`src/rtl/ex_mem_stage_pkg.sv`:
```
// Shared widths, control-bit indices and the EX/MEM payload record used by the
// EX/MEM pipeline stage and its storage slot.
package ex_mem_stage_pkg;

  localparam int XLEN    = 64;
  localparam int RADDR_W = 5;
  localparam int CTRL_W  = 5;

  localparam int CTRL_REGWR   = 4;
  localparam int CTRL_MEMRD   = 3;
  localparam int CTRL_MEMWR   = 2;
  localparam int CTRL_MEM2REG = 1;
  localparam int CTRL_BRANCH  = 0;

  typedef struct packed {
    logic [XLEN-1:0]    alu_result;
    logic               z_flag;
    logic [XLEN-1:0]    rs2_data;
    logic [RADDR_W-1:0] rd;
    logic [CTRL_W-1:0]  ctrl;
  } ex_mem_payload_t;

  function automatic logic payload_br_taken(input ex_mem_payload_t p);
    return p.ctrl[CTRL_BRANCH] & p.z_flag;
  endfunction

endpackage

```
`src/rtl/ex_mem_slot.sv`:
```
// One EX/MEM payload entry: valid bit plus registered payload, with load and
// clear strobes. Clear wins over load so a redirect always empties the slot.
module ex_mem_slot
  import ex_mem_stage_pkg::*;
(
  input  logic            clk,
  input  logic            rst_n,
  input  logic            i_clear,
  input  logic            i_load,
  input  ex_mem_payload_t i_data,
  output logic            o_valid,
  output ex_mem_payload_t o_data
);

  logic            r_valid;
  ex_mem_payload_t r_data;

  // Payload is only written on load, so it keeps its last value once drained.
  always_ff @(posedge clk) begin
    if (!rst_n) begin
      r_valid <= 1'b0;
      r_data  <= '0;
    end else if (i_clear) begin
      r_valid <= 1'b0;
    end else if (i_load) begin
      r_valid <= 1'b1;
      r_data  <= i_data;
    end
  end

  assign o_valid = r_valid;
  assign o_data  = r_data;

endmodule

```
`src/rtl/ex_mem_stage.sv`:
```
// EX/MEM pipeline register with valid/ready handshake, flush and branch resolve.
// Define EX_MEM_SKID_EN for a two-entry (main + skid) buffer with registered in_ready.
module ex_mem_stage
  import ex_mem_stage_pkg::*;
(
  input  logic               clk,
  input  logic               rst_n,
  input  logic               flush,
  input  logic               in_valid,
  output logic               in_ready,
  input  logic [XLEN-1:0]    in_alu_result,
  input  logic               in_z_flag,
  input  logic [XLEN-1:0]    in_rs2_data,
  input  logic [RADDR_W-1:0] in_rd,
  input  logic [CTRL_W-1:0]  in_ctrl,
  output logic               out_valid,
  input  logic               out_ready,
  output logic [XLEN-1:0]    out_alu_result,
  output logic [XLEN-1:0]    out_rs2_data,
  output logic [RADDR_W-1:0] out_rd,
  output logic [CTRL_W-1:0]  out_ctrl,
  output logic               out_br_taken
);

  ex_mem_payload_t w_in_data;
  ex_mem_payload_t w_main_data;
  ex_mem_payload_t w_main_load_data;
  logic            w_main_valid;
  logic            w_main_load;
  logic            w_main_clear;
  logic            w_in_xfer;
  logic            w_out_xfer;

  assign w_in_data = '{
    alu_result: in_alu_result,
    z_flag:     in_z_flag,
    rs2_data:   in_rs2_data,
    rd:         in_rd,
    ctrl:       in_ctrl
  };

  assign w_in_xfer  = in_valid & in_ready;
  assign w_out_xfer = w_main_valid & out_ready;

`ifdef EX_MEM_SKID_EN
  logic            w_skid_valid;
  logic            w_skid_load;
  logic            w_skid_clear;
  ex_mem_payload_t w_skid_data;

  // Skid only ever fills while main is held, so in_ready never looks at out_ready.
  assign in_ready = !w_skid_valid;

  assign w_main_load      = !flush & ((w_skid_valid & w_out_xfer) |
                                      (w_in_xfer & (!w_main_valid | out_ready)));
  assign w_main_load_data = w_skid_valid ? w_skid_data : w_in_data;
  assign w_main_clear     = flush | (w_out_xfer & !w_main_load);

  assign w_skid_load  = !flush & w_in_xfer & w_main_valid & !out_ready;
  assign w_skid_clear = flush | (w_skid_valid & w_out_xfer);

  ex_mem_slot u_skid (
    .clk     (clk),
    .rst_n   (rst_n),
    .i_clear (w_skid_clear),
    .i_load  (w_skid_load),
    .i_data  (w_in_data),
    .o_valid (w_skid_valid),
    .o_data  (w_skid_data)
  );
`else
  assign in_ready = !w_main_valid | out_ready;

  assign w_main_load      = !flush & w_in_xfer;
  assign w_main_load_data = w_in_data;
  assign w_main_clear     = flush | (w_out_xfer & !w_in_xfer);
`endif

  ex_mem_slot u_main (
    .clk     (clk),
    .rst_n   (rst_n),
    .i_clear (w_main_clear),
    .i_load  (w_main_load),
    .i_data  (w_main_load_data),
    .o_valid (w_main_valid),
    .o_data  (w_main_data)
  );

  // Control and branch outputs are gated so a bubble can never cause a write.
  assign out_valid      = w_main_valid;
  assign out_alu_result = w_main_data.alu_result;
  assign out_rs2_data   = w_main_data.rs2_data;
  assign out_rd         = w_main_data.rd;
  assign out_ctrl       = w_main_data.ctrl & {CTRL_W{w_main_valid}};
  assign out_br_taken   = w_main_valid & payload_br_taken(w_main_data);

endmodule

```
`config.mk`:
```
export PLATFORM = sky130hd
export DESIGN_NAME = ex_mem_stage
export DESIGN_NICKNAME = d
export VERILOG_FILES = /design/src/rtl/ex_mem_stage_pkg.sv /design/src/rtl/ex_mem_slot.sv /design/src/rtl/ex_mem_stage.sv
export SDC_FILE = /design/constraint.sdc
export NUM_CORES = 1
export LEC_CHECK = 0
export ABC_AREA = 0
export BUFFER_PORTS_ARGS = -buffer_cell sky130_fd_sc_hd__buf_2
export CAP_MARGIN = 20
export CELL_PAD_IN_SITES_DETAIL_PLACEMENT = 0
export CELL_PAD_IN_SITES_GLOBAL_PLACEMENT = 1
export CORE_ASPECT_RATIO = 0.9
export CORE_UTILIZATION = 25
export CTS_CLUSTER_DIAMETER = 150
export DETAILED_ROUTE_END_ITERATION = 6
export PLACE_DENSITY_LB_ADDON = 0.1
export SYNTH_ARGS = -nofsm -noshare
export SYNTH_HDL_FRONTEND = slang
export SYNTH_SLANG_ARGS = --single-unit
```
`constraint.sdc`:
```
create_clock -name clk -period 1.6 [get_ports clk]
set_clock_uncertainty 0.15 [all_clocks]
set_input_delay 0.08 -clock clk [delete_from_list [all_inputs] [get_ports clk]]
set_output_delay 0.08 -clock clk [all_outputs]
set_load 0.02 [all_outputs]
```
Word-level counts from Yosys, hierarchy flattened
Cells that the tools add are included.

cells by class
  div/mod/pow operators = 0
  multiply operators = 0
  add/sub/neg operators = 0
  reductions and logical operators = 5
  $lt $le $gt $ge = 0
  equal/unequal tests = 0
  shift-type cells = 0
  mux-type cells = 0
  bitwise operators = 11

operator list
  operator             number
  AND 1 bit            6
  AND 5 bit            1
  logical NOT 1 bit    3
  NOT 1 bit            2
  OR 1 bit             2
  AND reduction 2 bit  1
  OR reduction 2 bit   1

word-level totals
  output and inout bits = 141
  memories = 0
  register bits = 140
  memory bits (read-only) = 0
  memory bits (writable) = 0
  input port bits = 144
  bits in latches = 0
  logic and storage cells = 22

Depth between registers and ports, before layout
  depth in word-level cells = 8
  depth in mapped cells = 6
  gate-level depth less buffers = 3

Hierarchy
From an unflattened synthesis, not the netlist that was laid out.

second synthesis, totals
  cells, all modules = 617
  area, all modules = 5,703.0 um^2

modules (own cells, without submodules)
  module        times used  sequential area each (um^2)  cells each  area an instance (um^2)
  ex_mem_slot   1           2,802.7                      607         5,629.1
  ex_mem_stage  1           0.0                          10          73.8

Worst setup path after synthesis
No wires, ideal clock.

  path kind = register to register
  from = register u_main.r_valid (netlist: u_main.o_valid)
  to = register u_main.r_data (netlist bit u_main.o_data[100])
  arrival = 1.269 ns
  buffers on the path = 3
  data required time = 1.332 ns
  period minus slack after synthesis = 1.537 ns
  cell stages (with the launch flop) = 7
  slack = 0.063 ns
  library setup time = 0.118 ns
  cell sequence = dfxtp_1 nor2b_4 nor3b_2 buf_6 buf_12 buf_12 mux2i_1

on the way
  longest elaborated chain between the ends = 8
  elaborated cells between the ends (all ways) = 10
  classes of those cells = bitwise (7); reduce/logical (3)

ends and longest elaborated chain
  element                            line                RTL
  start, declared                    ex_mem_slot.sv:15   logic r_valid;
  start signal, assigned             ex_mem_slot.sv:21   r_valid <= 1'b0;
  start signal, assigned             ex_mem_slot.sv:24   r_valid <= 1'b0;
  start signal, assigned             ex_mem_slot.sv:26   r_valid <= 1'b1;
  logical NOT 1 bit                  ex_mem_stage.sv:72  assign in_ready = !w_main_valid | out_ready;
  OR 1 bit                           ex_mem_stage.sv:72
  AND 1 bit                          ex_mem_stage.sv:42  assign w_in_xfer = in_valid & in_ready;
  logical NOT 1 bit                  ex_mem_stage.sv:76  assign w_main_clear = flush | (w_out_xfer & !w_in_xfer);
  AND 1 bit                          ex_mem_stage.sv:76
  OR 1 bit                           ex_mem_stage.sv:76
  NOT 1 bit (no line)                -
  AND reduction 2 bit (no line) (*)  -
  end signal, assigned               ex_mem_slot.sv:27   r_data <= i_data;
  end, declared                      ex_mem_slot.sv:16   ex_mem_payload_t r_data;

Mark *: on every way between the ends. The rest lies on a longest branch, timed or not.
A chain may end at the register's enable or synchronous reset.

Worst setup path after layout
  from = register u_main.r_valid (netlist: u_main.o_valid)
  to = register u_main.r_data (netlist bit u_main.o_data[10])

Same word-level chain as after synthesis.

==> metrics.yaml <==
clocking:
  numCtsBuffers: 17
  clockBufferDepth: 2
  cts_sinks: 140
  cts_setup_buffers: 0
  cts_max_level: 4
  path_clk_slew_ps: 60
  cts_tree: "yes"
  clock_latency_ps: 410
  cts_root_buffer: "clkbuf_16"
placement:
  dp_hpwl_um: 12470
  preCtsSetupSlack_ps: 52.22
  portBuffers: 284
  place_area_um2: 7511
  gp_congestion: 0.7170
detailed_routing:
  drtAntennaViolNets: 0
  drc: 0
  drt-total-wl_um: 18110
  wl_per_cell_um: 12.85
  via_per_inst: 3.882
  drtIter0Drc: 193
  firstDrtPassIters: 6
  via_count: 5470
floorplanning:
  start_util_pct: 25.60
  die_h_um: 157.4
  core-area_um2: 26210
  die-area_um2: 27500
  die_w_um: 174.7
  core.rowCount: 56
  io_pins: 285
sta:
  period_needed_ps: 1564
  finalCritPeriodShare_pct: 97.74
  tns_ps: 0
  setup_violations: 0
  worst_slew_pin_slew_ps: 348.0
  whs_ps: 44.42
  setup_slack_ps: 36.20
  max_freq_ghz: 0.6395
  hold_viol: 0
  rsz0062_at_grt: "true"
  slew_viol_final: 0
  slew_headroom_pct: 76.72
grt:
  track_usage_pct: 12.96
  grt_max_degree: 58
  grt-ovfl-total: 0
  antenna_found_initial: 0
  grt_pass1_vias: 5588
  grt_pass1_wl_um: 28080
hold_path:
  hold_class: "in2reg"
  holdPathStages: 4
run_status:
  status: "completed"
critical_path:
  worst-path-stages: 5
  path_cells: "nor2b_4 > nor3b_4 > buf_4 > buf_12 > mux2i_1"
  slowest_stage: "dfxtp_1"
  worstPathMaxFanout: 24
  critPathTopFamily: "buffers and inverters"
  cp_data_arrival_time_ps: 1750
  end_kind: "register"
  crit_path_start_kind: "register"
  worstPathRequired_ps: 1790
  critical_path.max_stage_delay_ps: 310
  ff2ff_path_depth: 5
  crit_buf_inv: 2
  critical_path_class: "reg2reg"
  rrSetupSlack_ps: 40
power:
  peakVddDrop_mv: 0.5864
  power_density_nw_per_um2: 976.5
  p_leak_nw: 4.521
  finalPower_mw: 9.399
final_layout:
  final_layout_size_suffix_gt1_share_pct: 32.42
  num-fill-cells: 2748
  multiInputGateArea_um2: 2521
  regArea_um2: 2803
  syn2layout_area_growth_pct: 43.47
  diodes: 0
  fin_nets: 1193
  post-route-cell-area_um2: 9625
yosys:
  ys_seq_elements: 140
  ys_seq_area_share_pct: 41.78
  avgSynthCellArea_um2: 8.969
  netlist_instances: 748
  synth_cell_type_count: 17
  synthesis.nets: 892
  yosysWarnings: 0
  syn_area_um2: 6709
run:
  maxCapViolations: 0
## metrics by stage
step           cells  util [%]
2_1_floorplan    748         -
3_3_place_gp    1228     28.66
3_5_place_dp    1228     28.66
4_1_cts         1409     36.67
5_1_grt         1409     36.73
6_report        1409     36.73
## synthesized netlist by cell type
library cell / instances / area share, %
nor2_1: 1 / 0.056
clkbuf_1: 26 / 1.5
dfxtp_1: 140 / 42
buf_1: 1 / 0.056
buf_4: 135 / 15
inv_1: 1 / 0.056
buf_6: 2 / 0.34
and3_1: 1 / 0.093
nor3b_1: 1 / 0.11
buf_2: 4 / 0.30
nor3b_2: 1 / 0.19
buf_12: 11 / 3.3
mux2i_1: 139 / 21
buf_8: 1 / 0.22
and2_1: 5 / 0.47
nand2_1: 278 / 16
nor2b_4: 1 / 0.21
## metal layers
| layer | global-route usage (%) | vias to the layer above | share of wire (%) |
|---|---|---|---|
| met1 | 16.54 | 2425 | 48 |
| met2 | 19.94 | 184 | 43 |
| met3 | 4.469 | 22 | 7.2 |
| li1 | - | 2839 | - |
| met5 | 0 | - | 0 |
| met4 | 5.135 | 0 | 1.7 |
## kinds of logic (layout without fill, tap and decap cells)
family,Yosys count,after routing,synth area share [%]
AND/OR/NAND/NOR,288,288,16.67
buffers and inverters,181,494,20.81
flip-flops,140,140,41.78
multiplexers,139,139,20.74
## worst register-to-register path, cell delays in order (launching register included)
cell,delay [ps]
dfxtp_1,310
nor2b_4,130
nor3b_4,180
buf_4,240
buf_12,250
mux2i_1,240
## flip-flops by register name, summed over array words and instances, names as in the netlist
name / cells
u_main.o_valid: 1
u_main.o_data: 139
## timing repair
action / in CTS / in global routing
hold buffers: 150 / 0
setup endpoints to repair: 0 / 11
gates resized for setup: 0 / 3
endpoints found under the hold margin: 140 / 0
## layout make-up
class | instances | share of cell area (%)
clock inverter | 12 | 1.703
sequential | 140 | 29.12
multi-input combinational | 427 | 26.19
tap | 348 | 4.524
timing repair buffer | 462 | 33.93
clock buffer | 19 | 4.498
inverter | 1 | 0.03900
## where the power goes
| part | switching, mW | total, mW | internal [mW] |
|---|---|---|---|
| Sequential | 0.0873 | 3.76 | 3.67 |
| Clock | 1.69 | 4.16 | 2.47 |
| Combinational | 0.740 | 1.48 | 0.744 |
| Total | 2.52 | 9.40 | 6.88 |
## placed cells by master, fill, tap and decap left out
cell type	Yosys	final
inv_1	1	1
clkinv_4	0	1
inv_6	0	4
nor2b_4	1	1
bufinv_16	0	3
buf_12	11	8
nor2_1	1	1
clkinvlp_4	0	4
mux2i_1	139	139
dfxtp_1	140	140
nand2_1	278	278
and3_1	1	1
nor3b_4	0	1
and2_1	5	5
dlygate4sd3_1	0	150
buf_16	0	1
buf_2	4	283
buf_6	2	1
clkbuf_8	0	1
buf_4	135	18
clkbuf_16	0	17
nor3b_2	1	1
clkbuf_1	26	2
## final timing paths
path,startpoint,to
max,u_main.o_valid,u_main.o_data[10]
min reg2reg,u_main.o_data[58],u_main.o_data[58]
max reg2reg,u_main.o_valid,u_main.o_data[10]
min,rst_n,u_main.o_data[78]
No activity file was read; power rests on OpenSTA's default activity.
